File: src/rtl/env_voice_sched_pkg.sv
// Shared types and helpers for the time-multiplexed envelope scheduler.
package env_pkg;

  localparam int NUM_VOICES_DEF = 3;

  typedef enum logic [1:0] {
    PH_IDLE    = 2'b00,
    PH_ATTACK  = 2'b01,
    PH_DECAY   = 2'b10,
    PH_SUSTAIN = 2'b11
  } phase_e;

  typedef enum logic [1:0] {
    SCHED_IDLE = 2'b00,
    SWEEP      = 2'b01,
    DONE       = 2'b10
  } sched_e;

  // Ticks per level step for a 4-bit rate code.
  function automatic logic [15:0] rate_period(input logic [3:0] r);
    return 16'd1 << r;
  endfunction

  // Sustain nibble replicated into a full 8-bit level.
  function automatic logic [7:0] sustain_level(input logic [3:0] s);
    return {s, s};
  endfunction

endpackage

File: src/rtl/env_voice_sched_if.sv
// Control/volume bundle between the voice register block and the scheduler.
interface env_voice_sched_if
  import env_pkg::*;
#(
  parameter int NUM_VOICES = NUM_VOICES_DEF
);
  logic                    tick;
  logic [NUM_VOICES-1:0]   gate;
  logic [16*NUM_VOICES-1:0] adsr;
  logic [8*NUM_VOICES-1:0] vol_out;
  logic                    vol_valid;
  logic                    busy;
  logic                    overrun;

  modport master (output tick, gate, adsr, input vol_out, vol_valid, busy, overrun);
  modport slave  (input tick, gate, adsr, output vol_out, vol_valid, busy, overrun);
endinterface

File: src/rtl/env_voice_sched_step.sv
// Single-voice ADSR next-state; shared by all voices through the slot mux.
module env_step
  import env_pkg::*;
#(
  parameter int RATE_W = 16
) (
  input  phase_e            phase_i,
  input  logic [7:0]        level_i,
  input  logic [RATE_W-1:0] cnt_i,
  input  logic              prev_gate_i,
  input  logic              gate_i,
  input  logic [15:0]       adsr_i,
  output phase_e            phase_o,
  output logic [7:0]        level_o,
  output logic [RATE_W-1:0] cnt_o
);

  logic [3:0]  rate;
  logic [7:0]  sl;
  logic [7:0]  level_dec;
  logic [15:0] period_m1;
  logic        tc;

  // Gate edges take priority; otherwise advance the current phase by one slot.
  always_comb begin
    phase_o   = phase_i;
    level_o   = level_i;
    cnt_o     = cnt_i;
    sl        = sustain_level(adsr_i[7:4]);
    level_dec = level_i - 8'd1;
    case (phase_i)
      PH_ATTACK: rate = adsr_i[15:12];
      PH_DECAY:  rate = adsr_i[11:8];
      default:   rate = adsr_i[3:0];
    endcase
    period_m1 = rate_period(rate) - 16'd1;
    // >= so a rate shortened mid-count steps at once instead of wrapping.
    tc = (cnt_i >= RATE_W'(period_m1));

    if (gate_i && !prev_gate_i) begin
      phase_o = PH_ATTACK;
      cnt_o   = '0;
    end else if (!gate_i && prev_gate_i) begin
      phase_o = PH_IDLE;
      cnt_o   = '0;
    end else begin
      case (phase_i)
        PH_ATTACK: begin
          if (level_i == 8'hFF) begin
            phase_o = PH_DECAY;
            cnt_o   = '0;
          end else if (tc) begin
            level_o = level_i + 8'd1;
            cnt_o   = '0;
            if (level_i == 8'hFE) phase_o = PH_DECAY;
          end else begin
            cnt_o = cnt_i + RATE_W'(1);
          end
        end
        PH_DECAY: begin
          if (level_i <= sl) begin
            phase_o = PH_SUSTAIN;
          end else if (tc) begin
            level_o = level_dec;
            cnt_o   = '0;
            if (level_dec <= sl) phase_o = PH_SUSTAIN;
          end else begin
            cnt_o = cnt_i + RATE_W'(1);
          end
        end
        PH_SUSTAIN: begin
          if (level_i > sl) begin
            phase_o = PH_DECAY;
            cnt_o   = '0;
          end
        end
        default: begin
          if (level_i == 8'h00) begin
            cnt_o = '0;
          end else if (tc) begin
            level_o = level_dec;
            cnt_o   = '0;
          end else begin
            cnt_o = cnt_i + RATE_W'(1);
          end
        end
      endcase
    end
  end

endmodule

File: src/rtl/env_voice_sched.sv
// Round-robin envelope scheduler: one env_step serves every voice per tick.
//
//   state      | meaning
//   SCHED_IDLE | waiting for tick
//   SWEEP      | servicing voice slot_q, one voice per cycle
//   DONE       | all bytes final, vol_valid pulses
module env_voice_sched
  import env_pkg::*;
#(
  parameter int NUM_VOICES = NUM_VOICES_DEF,
  parameter int RATE_W     = 16
) (
  input logic               clk,
  input logic               rst,
  env_voice_sched_if.slave  bus
);

  localparam int SLOT_W = (NUM_VOICES > 1) ? $clog2(NUM_VOICES) : 1;
  localparam logic [SLOT_W-1:0] LAST_SLOT = SLOT_W'(NUM_VOICES - 1);

  sched_e              state_q, state_d;
  logic [SLOT_W-1:0]   slot_q, slot_d;
  logic                overrun_q, overrun_d;
  phase_e              phase_q [NUM_VOICES];
  phase_e              phase_d [NUM_VOICES];
  logic [7:0]          level_q [NUM_VOICES];
  logic [7:0]          level_d [NUM_VOICES];
  logic [RATE_W-1:0]   cnt_q   [NUM_VOICES];
  logic [RATE_W-1:0]   cnt_d   [NUM_VOICES];
  logic [NUM_VOICES-1:0] pgate_q, pgate_d;

  phase_e            cur_phase, nxt_phase;
  logic [7:0]        cur_level, nxt_level;
  logic [RATE_W-1:0] cur_cnt, nxt_cnt;
  logic              cur_pgate, cur_gate;
  logic [15:0]       cur_adsr;

  // Present the serviced voice's state and controls to the shared step logic.
  always_comb begin
    cur_phase = phase_q[slot_q];
    cur_level = level_q[slot_q];
    cur_cnt   = cnt_q[slot_q];
    cur_pgate = pgate_q[slot_q];
    cur_gate  = bus.gate[slot_q];
    cur_adsr  = bus.adsr[16*slot_q +: 16];
  end

  env_step #(.RATE_W(RATE_W)) u_step (
    .phase_i     (cur_phase),
    .level_i     (cur_level),
    .cnt_i       (cur_cnt),
    .prev_gate_i (cur_pgate),
    .gate_i      (cur_gate),
    .adsr_i      (cur_adsr),
    .phase_o     (nxt_phase),
    .level_o     (nxt_level),
    .cnt_o       (nxt_cnt)
  );

  // Sweep sequencing and write-back of the serviced voice.
  always_comb begin
    state_d   = state_q;
    slot_d    = slot_q;
    overrun_d = overrun_q;
    phase_d   = phase_q;
    level_d   = level_q;
    cnt_d     = cnt_q;
    pgate_d   = pgate_q;
    case (state_q)
      SCHED_IDLE: begin
        if (bus.tick) begin
          state_d = SWEEP;
          slot_d  = '0;
        end
      end
      SWEEP: begin
        phase_d[slot_q] = nxt_phase;
        level_d[slot_q] = nxt_level;
        cnt_d[slot_q]   = nxt_cnt;
        pgate_d[slot_q] = cur_gate;
        if (bus.tick) overrun_d = 1'b1;
        if (slot_q == LAST_SLOT) state_d = DONE;
        else                     slot_d  = slot_q + 1'b1;
      end
      DONE: begin
        if (bus.tick) overrun_d = 1'b1;
        state_d = SCHED_IDLE;
      end
      default: state_d = SCHED_IDLE;
    endcase
  end

  // State registers; reset abandons any sweep in flight.
  always_ff @(posedge clk) begin
    if (rst) begin
      state_q   <= SCHED_IDLE;
      slot_q    <= '0;
      overrun_q <= 1'b0;
      pgate_q   <= '0;
      for (int v = 0; v < NUM_VOICES; v++) begin
        phase_q[v] <= PH_IDLE;
        level_q[v] <= '0;
        cnt_q[v]   <= '0;
      end
    end else begin
      state_q   <= state_d;
      slot_q    <= slot_d;
      overrun_q <= overrun_d;
      pgate_q   <= pgate_d;
      phase_q   <= phase_d;
      level_q   <= level_d;
      cnt_q     <= cnt_d;
    end
  end

  assign bus.busy      = (state_q == SWEEP);
  assign bus.vol_valid = (state_q == DONE);
  assign bus.overrun   = overrun_q;

  for (genvar v = 0; v < NUM_VOICES; v++) begin : g_vol
    assign bus.vol_out[8*v +: 8] = level_q[v];
  end

endmodule

File: src/flat_wrapper.sv
// flat-port wrapper written by rule: the top's interface ports become plain ports
module env_voice_sched_flat import env_pkg::*;
#(
  parameter int NUM_VOICES = NUM_VOICES_DEF,
  parameter int RATE_W     = 16
)
  (clk, rst, bus_tick, bus_gate, bus_adsr, bus_vol_out, bus_vol_valid, bus_busy, bus_overrun);
  env_voice_sched_if #(.NUM_VOICES(NUM_VOICES)) bus_i ();
  input logic clk;
  input logic rst;
  input wire logic [$bits(bus_i.tick)-1:0] bus_tick;
  input wire logic [$bits(bus_i.gate)-1:0] bus_gate;
  input wire logic [$bits(bus_i.adsr)-1:0] bus_adsr;
  output wire logic [$bits(bus_i.vol_out)-1:0] bus_vol_out;
  output wire logic [$bits(bus_i.vol_valid)-1:0] bus_vol_valid;
  output wire logic [$bits(bus_i.busy)-1:0] bus_busy;
  output wire logic [$bits(bus_i.overrun)-1:0] bus_overrun;
  assign bus_i.tick = bus_tick;
  assign bus_i.gate = bus_gate;
  assign bus_i.adsr = bus_adsr;
  assign bus_vol_out = bus_i.vol_out;
  assign bus_vol_valid = bus_i.vol_valid;
  assign bus_busy = bus_i.busy;
  assign bus_overrun = bus_i.overrun;
  env_voice_sched #(.NUM_VOICES(NUM_VOICES), .RATE_W(RATE_W)) u_core (.clk(clk), .rst(rst), .bus(bus_i));
endmodule
File: config.mk
export PLATFORM = sky130hd
export DESIGN_NAME = env_voice_sched_flat
export DESIGN_NICKNAME = d
export VERILOG_FILES = /design/src/rtl/env_voice_sched_pkg.sv /design/src/rtl/env_voice_sched_if.sv /design/src/rtl/env_voice_sched_step.sv /design/src/rtl/env_voice_sched.sv /design/src/flat_wrapper.sv
export SDC_FILE = /design/constraint.sdc
export NUM_CORES = 1
export LEC_CHECK = 0
export ABC_AREA = 1
export BUFFER_PORTS_ARGS = -buffer_cell sky130_fd_sc_hd__buf_2
export CORE_AREA = 2 2 161 163
export DETAILED_ROUTE_END_ITERATION = 10
export DIE_AREA = 0 0 163 165
export GPL_TIMING_DRIVEN = 0
export PLACE_DENSITY_LB_ADDON = 0.12
export SYNTH_ARGS = -nofsm -noshare
export SYNTH_HDL_FRONTEND = slang
export SYNTH_SLANG_ARGS = --single-unit
export TNS_END_PERCENT = 20
File: constraint.sdc
create_clock -name clk -period 5.15 [get_ports clk]
set_input_delay 0.2575 -clock clk [delete_from_list [all_inputs] [get_ports clk]]
set_output_delay 0.2575 -clock clk [all_outputs]
set_load 0.01 [all_outputs]
==> results.cfg, run 1 <==
[outcome]
outcome = complete, no violations

[pwr]
p_leak_nw = 3.92
pwr-share-comb_pct = 75.0
pwr-share-seq_pct = 14.3
worst_ir_drop_vdd_mv = 0.212
power_frac_clock_pct = 10.7
switching_share_pct = 54.0
p_sw_mw = 3.31
p_total_mw = 6.12
p_per_area_nw_per_um2 = 705
intPower_mw = 2.82

[logic_synthesis]
synth_top_family_by_area = simple AND/OR/NAND/NOR gates
synth_compound_area_share_pct = 26.4
synthCells = 1072
synth_warnings = 0
synth.distinct_cells = 52
synth_area_um2 = 6990
seq_area_frac_synth_pct = 24.6
synth_seq_cells = 86
async_flop_share_pct = 0
synthMuxAreaShare_pct = 0.143
synthAdderAreaFrac_pct = 8.59
ys.flop_type = dfxtp_1
syn_nets = 1174
synth_edf_count = 0
syn_area_per_cell_um2 = 6.52
synth-simple-area-share_pct = 28.2
synthXorXnorAreaFrac_pct = 1.88

[clocking]
root_buffer = clkbuf_16
clkTransAtPathRegs_ns = 0.06
hold_buffers = 0
h-tree-depth = 3
cts_tree = done
numCtsBuffers = 9
clkLatencyLatePin_ns = 0.34
cts_sinks = 86
cts_buffer_depth = 2

[sta]
finalCritPeriodShare_pct = 94.6
setup_tns_ns = 0
rsz0062_at_grt = true
setup_viol = 0
period_minus_slack_ns = 4.87
hold_viol_final = 0
fmax_mhz = 205
fin_skew_ns = 0.0115
slew_violations = 0
slew_headroom_pct = 50.4
tightest_slew_ns = 0.745

[die]
core_area_um2 = 25000
fp-row-count = 58
ioPinCount = 81
die_width_um = 163
initial_core_util_pct = 27.9
fp.dieArea_um2 = 26900
die_y_um = 165

[placement]
dpl.cell_count = 1482
io_buffers = 80
gp_congestion = 0.842
hpwl_um = 20000

[final_layout]
antenna_cells = 0
layout-drive-gt1-share_pct = 24.5
utilization_pct = 34.7
fin_nets = 1300
syn_to_final_growth_pct = 24.2
fin_cells = 1532

[grt]
met2_usage_pct = 31.0
grt_antenna_before_repair = 0
grt_use_met3_pct = 1.73
grt_util_met1_pct = 27.4
grt.total_usage_pct = 19.0
grt-busiest-layer = met2
grt_remaining_overflow = 0
grt_pass1_wl_um = 39500
grt_max_degree = 20
grt_pass1_vias = 6906

[critical_path]
critPathCapture = u_core.phase_q[3]
startpoint = u_core.slot_q[0]
startpoint_type = register
r2r_end = u_core.phase_q[3]
rr_startpoint = u_core.slot_q[0]
slowest_delay_ns = 0.33
crit_slowest_cell = dfxtp_2
path_class = register to register
cp_max_fo = 10
rr_worst_depth = 32
worst-endpoint-arrival_ns = 5.14
r2r_slack_ns = 0.28
required_ns = 5.42
end_kind = register

[detailed_routing]
avgRoutedWirePerCell_um = 16.9
ant_nets = 0
num_vias = 7454
route.detailed.drc = 0
via_per_inst = 4.87
drt-initial-drc-count = 600
first_pass_iters = 5
wl_um = 26000

[flow_run]
max-cap-violations = 0

[hold_path]
hold_class = input pin to register
[flip-flops by register name, summed over array words and instances, names as in the netlist]
register            flops
u_core.cnt_q           48
u_core.bus.vol_out     24
u_core.phase_q          6
u_core.pgate_q          3
u_core.slot_q           2
u_core.state_q          2
u_core.bus.overrun      1
[repair_timing]
| item | 4_1_cts | 5_1_grt |
|---|---|---|
| pin swaps | 6 | 27 |
| endpoints found under the hold margin | 0 | 0 |
| gates resized for setup | 35 | 55 |
| buffers inserted | 10 | 26 |
| cloned | 1 | 1 |
| setup endpoints to repair | 78 | 78 |
[power groups by stage]
stage | clock network, mW | registers (mW) | logic [mW]
2_1_floorplan | 0 | 0.881 | 2.82
3_3_place_gp | 0 | 0.885 | 3.94
3_5_place_dp | 0 | 0.886 | 3.94
4_1_cts | 0.663 | 0.873 | 4.18
5_1_grt | 0.692 | 0.889 | 5.10
6_report | 0.658 | 0.876 | 4.59
[synthesized netlist by cell type, drive strengths merged, types with 2 or more instances]
library cell  instances  area, um2
a211oi                4       35.0
a21oi               130        703
a22o                  4       35.0
a22oi                 8       75.1
a31o                  2       17.5
a31oi                 6       37.5
buf                  22        186
clkbuf               29        109
clkinv                3       11.3
dfxtp                86       1720
ha                   48        601
inv                 103        399
nand2               304       1240
nand3                39        200
nand3b                2       15.0
nand4                11       81.3
nor2                 82        365
nor3                  9       61.3
o211ai                4       35.0
o21ai               147        818
o22ai                 6       37.5
o31ai                 2       33.8
or2                   2       12.5
xnor2                 3       26.3
xor2                 12        105
[logic make-up (layout without fill, tap and decap cells)]
kind of cell,count (synthesis),in the layout
AO/OA/AOI/OAI,315,315
XOR/XNOR,15,15
adder cells (fa/ha/maj),48,48
buffers and inverters,157,287
flip-flops,86,86
multiplexers,1,1
other,1,1
AND/OR/NAND/NOR,449,449
[per-layer routing]
layer | share of wire [%] | wire length [um]
met3 | 3.6 | 947
met5 | 0 | 0
met2 | 45 | 11700
met4 | 0.86 | 223
met1 | 51 | 13100
[cells in the final DEF (no fill, tap or decap), types with 20 or more instances in the layout]
| master | n |
|---|---|
| nand2_1 | 259 |
| a21oi_1 | 108 |
| o21ai_0 | 104 |
| inv_1 | 86 |
| dfxtp_1 | 84 |
| buf_2 | 83 |
| nor2_1 | 68 |
| ha_1 | 45 |
| buf_4 | 39 |
| nand3_1 | 37 |
| nand2_2 | 36 |
| o21ai_1 | 29 |
| clkbuf_1 | 26 |
| a21oi_2 | 20 |
[critical path: cells and delay by family (launching register included)]
kind,cells,cell delay [ns]
fa+ha+maj,3,0.65
buf+inv,10,1.44
xor+xnor,1,0.15
flops,1,0.33
compound gates,7,1.11
simple gates,11,1.08
[how the worst min path moves through the flow]
stage / from / cells past startpoint / endpoint / slack (ns)
2_1_floorplan: bus_tick / 2 / u_core.bus.overrun / 0.40
3_3_place_gp: u_core.bus.overrun / 2 / u_core.bus.overrun / 0.45
3_5_place_dp: u_core.bus.overrun / 2 / u_core.bus.overrun / 0.46
4_1_cts: bus_tick / 3 / u_core.bus.overrun / 0.17
5_1_grt: bus_tick / 3 / u_core.bus.overrun / 0.20
6_report: bus_tick / 3 / u_core.bus.overrun / 0.17
[through the flow]
| stage | hold WS (ns) | worst slack (ns) | area [um2] |
|---|---|---|---|
| finish | 0.165 | 0.277 | 8680 |
| global route | 0.202 | -0.0514 | 8680 |
| CTS | 0.169 | 0.0000435 | 8270 |
| detailed placement | 0.464 | -1.50 | 7800 |
| global placement | 0.447 | -1.57 | 7800 |
| floorplan | 0.402 | 0.241 | 6990 |
[cell type report]
class                           count  area [um2]
Inverter                          106         425
Clock buffer                       11         243
Clock inverter                      4        47.5
Fill cell                        2758       16400
Multi-Input combinational cell    829        4760
Buffer                             48         352
Sequential cell                    86        1730
Timing Repair Buffer              118         717
Tap cell                          330         413
Note: power is estimated with default switching activity, not from simulation.
==> inputs of run 2 (changes only) <==
- ABC_AREA: 1 -> 0
- CORE_AREA: 2 2 161 163 -> 2 2 157 159
- DIE_AREA: 0 0 163 165 -> 0 0 159 161
==> results.cfg, run 2 <==
[detailed_routing]
via_per_inst = 5.38
wl_um = 27200
avgRoutedWirePerCell_um = 20.8
route.detailed.drc = 0
first_pass_iters = 4
drt-initial-drc-count = 375
num_vias = 7015
ant_nets = 0

[logic_synthesis]
syn_area_per_cell_um2 = 7.85
synthTopCellsByCount = nor2_1 (101), dfxtp_1 (86), nand2_1 (69)
async_flop_share_pct = 0
synthCells = 842
synth_warnings = 0
yosys.area.top_type_share_pct = 26.1
yosys.area.top_type = dfxtp_1
synth_edf_count = 0
synth_area_um2 = 6610
synth_seq_cells = 86
synth.distinct_cells = 78
ys.flop_type = dfxtp_1
synth_most_common_cell = nor2_1
syn_nets = 944
yosys-top-cells-area = dfxtp_1 (26%), ha_1 (9.1%), mux2i_1 (6.7%)
seq_area_frac_synth_pct = 26.1

[clocking]
numCtsBuffers = 9
cts_sinks = 86
cts_buffer_depth = 2
clkTransAtPathRegs_ns = 0.07
hold_buffers = 0
cts_tree = done
clkLatencyLatePin_ns = 0.35
h-tree-depth = 3
root_buffer = clkbuf_16

[sta]
tightest_slew_ns = 1.01
rsz0062_at_grt = true
slew_headroom_pct = 32.3
hold_viol_final = 0
fmax_mhz = 170
worst_slack_ns = -0.733
fin_skew_ns = 0.00763
setup_viol = 78
finalCritPeriodShare_pct = 114
slew_violations = 0
setup_tns_ns = -48.66
period_minus_slack_ns = 5.88
fin_hold_ws_ns = 0.228

[die]
die_y_um = 161
fp.dieArea_um2 = 25600
ioPinCount = 81
fp-row-count = 57
core_area_um2 = 24000
initial_core_util_pct = 27.6
die_width_um = 159

[critical_path]
startpoint_type = register
end_kind = register
slowest_delay_ns = 0.49
required_ns = 5.37
cp_max_fo = 10
path_class = register to register
rr_worst_depth = 31
cp_common_cell = buf_12
crit_slowest_cell = or4_4
worst-endpoint-arrival_ns = 6.10

[final_layout]
final_common_cell = nor2_1
largest_register = u_core.cnt_q
fin_nets = 1078
layout-drive-gt1-share_pct = 29.3
fin_cells = 1305
largest_reg_flops = 48
syn_to_final_growth_pct = 34.0
antenna_cells = 0
utilization_pct = 37.0
layout_common_cells = nor2_1 (96), dfxtp_1 (84), buf_2 (83), nand2_1 (66), buf_4 (47)

[flow_run]
max-cap-violations = 0

[placement]
hpwl_um = 19800
dp_slack_ns = -2.15
gp_congestion = 0.869
dpl.cell_count = 1245
io_buffers = 79

[pwr]
p_leak_nw = 3.22
worst_ir_drop_vdd_mv = 0.150
p_per_area_nw_per_um2 = 287

[grt]
grt_antenna_before_repair = 0
grt_pass1_vias = 6777
grt_pass1_wl_um = 41000
grt_remaining_overflow = 0
grt_max_degree = 15
grt.total_usage_pct = 20.8

[hold_path]
hold_class = input pin to register
whs_path_depth = 3

[outcome]
violations = negative setup slack
outcome = complete, but fails checks
-- run 2: cell count changes after synthesis, sizes merged, moves of 11 or more --
cell	before	now
nand2	304	69
o21ai	147	56
a21oi	130	47
inv	103	27
mux2i	1	44
a211oi	4	46
nand3	39	11
nand3b	2	26
o22ai	6	27
nor2	82	101
a311oi	0	11
-- run 2: repair_timing --
action	4_1_cts	5_1_grt
resized for setup	123	37
pin swaps	54	42
setup buffers	35	10
setup endpoints to repair	78	78
cloned	3	1
-- run 2: cells by family after synthesis --
kind of cell | share of synthesized area [%]
buffers and inverters | 5.95
and+or+nand+nor | 22.4
xor gates and xnor gates | 1.44
other | 0.0568
muxes | 7.18
DFF | 26.1
AOI/OAI and AO/OA | 27.8
adders and majority gates | 9.09
-- run 2: power breakdown --
group | switching [mW] | internal (mW)
Clock | 0.293 | 0.489
Combinational | 0.637 | 0.419
Sequential | 0.0157 | 0.687
-- run 2: layout make-up --
type / count / area [um2]
plain buffers: 54 / 452
clock buffers: 11 / 243
clock inverters: 5 / 106
fillers: 2584 / 15100
inverters: 28 / 116
multi-input cells: 669 / 5010
flip-flops and latches: 86 / 1730
well taps: 324 / 405
repair buffers: 128 / 800
-- run 2: worst paths after layout --
path / endpoint / startpoint / slack, ns
worst max-delay path: u_core.cnt_q[38] / u_core.slot_q[1] / -0.73
worst min-delay path: u_core.bus.overrun / bus_tick / 0.23
worst max register to register: u_core.cnt_q[38] / u_core.slot_q[1] / -0.73
worst min register to register: u_core.cnt_q[22] / u_core.cnt_q[22] / 0.46
-- run 2: per-stage QoR --
step | instance area (um2) | total power [mW]
3_3_place_gp | 7570 | 1.56
4_1_cts | 8650 | 2.49
2_1_floorplan | 6770 | 1.31
3_5_place_dp | 7570 | 1.56
6_report | 8860 | 2.54
5_1_grt | 8860 | 2.68
-- run 2: routing by layer --
metal,GRT usage (%),part of all wire (%)
met4,5.00,1.5
met1,29.1,48
met3,5.01,6.4
met2,32.5,44
met5,0,0
-- run 2: worst max-delay path, delay by kind of cell, from the launching register on --
| kind | cells | cell delay [ns] |
|---|---|---|
| flops | 1 | 0.34 |
| buf+inv | 10 | 1.59 |
| compound gates | 9 | 1.31 |
| fa+ha+maj | 3 | 0.78 |
| simple gates | 9 | 1.71 |
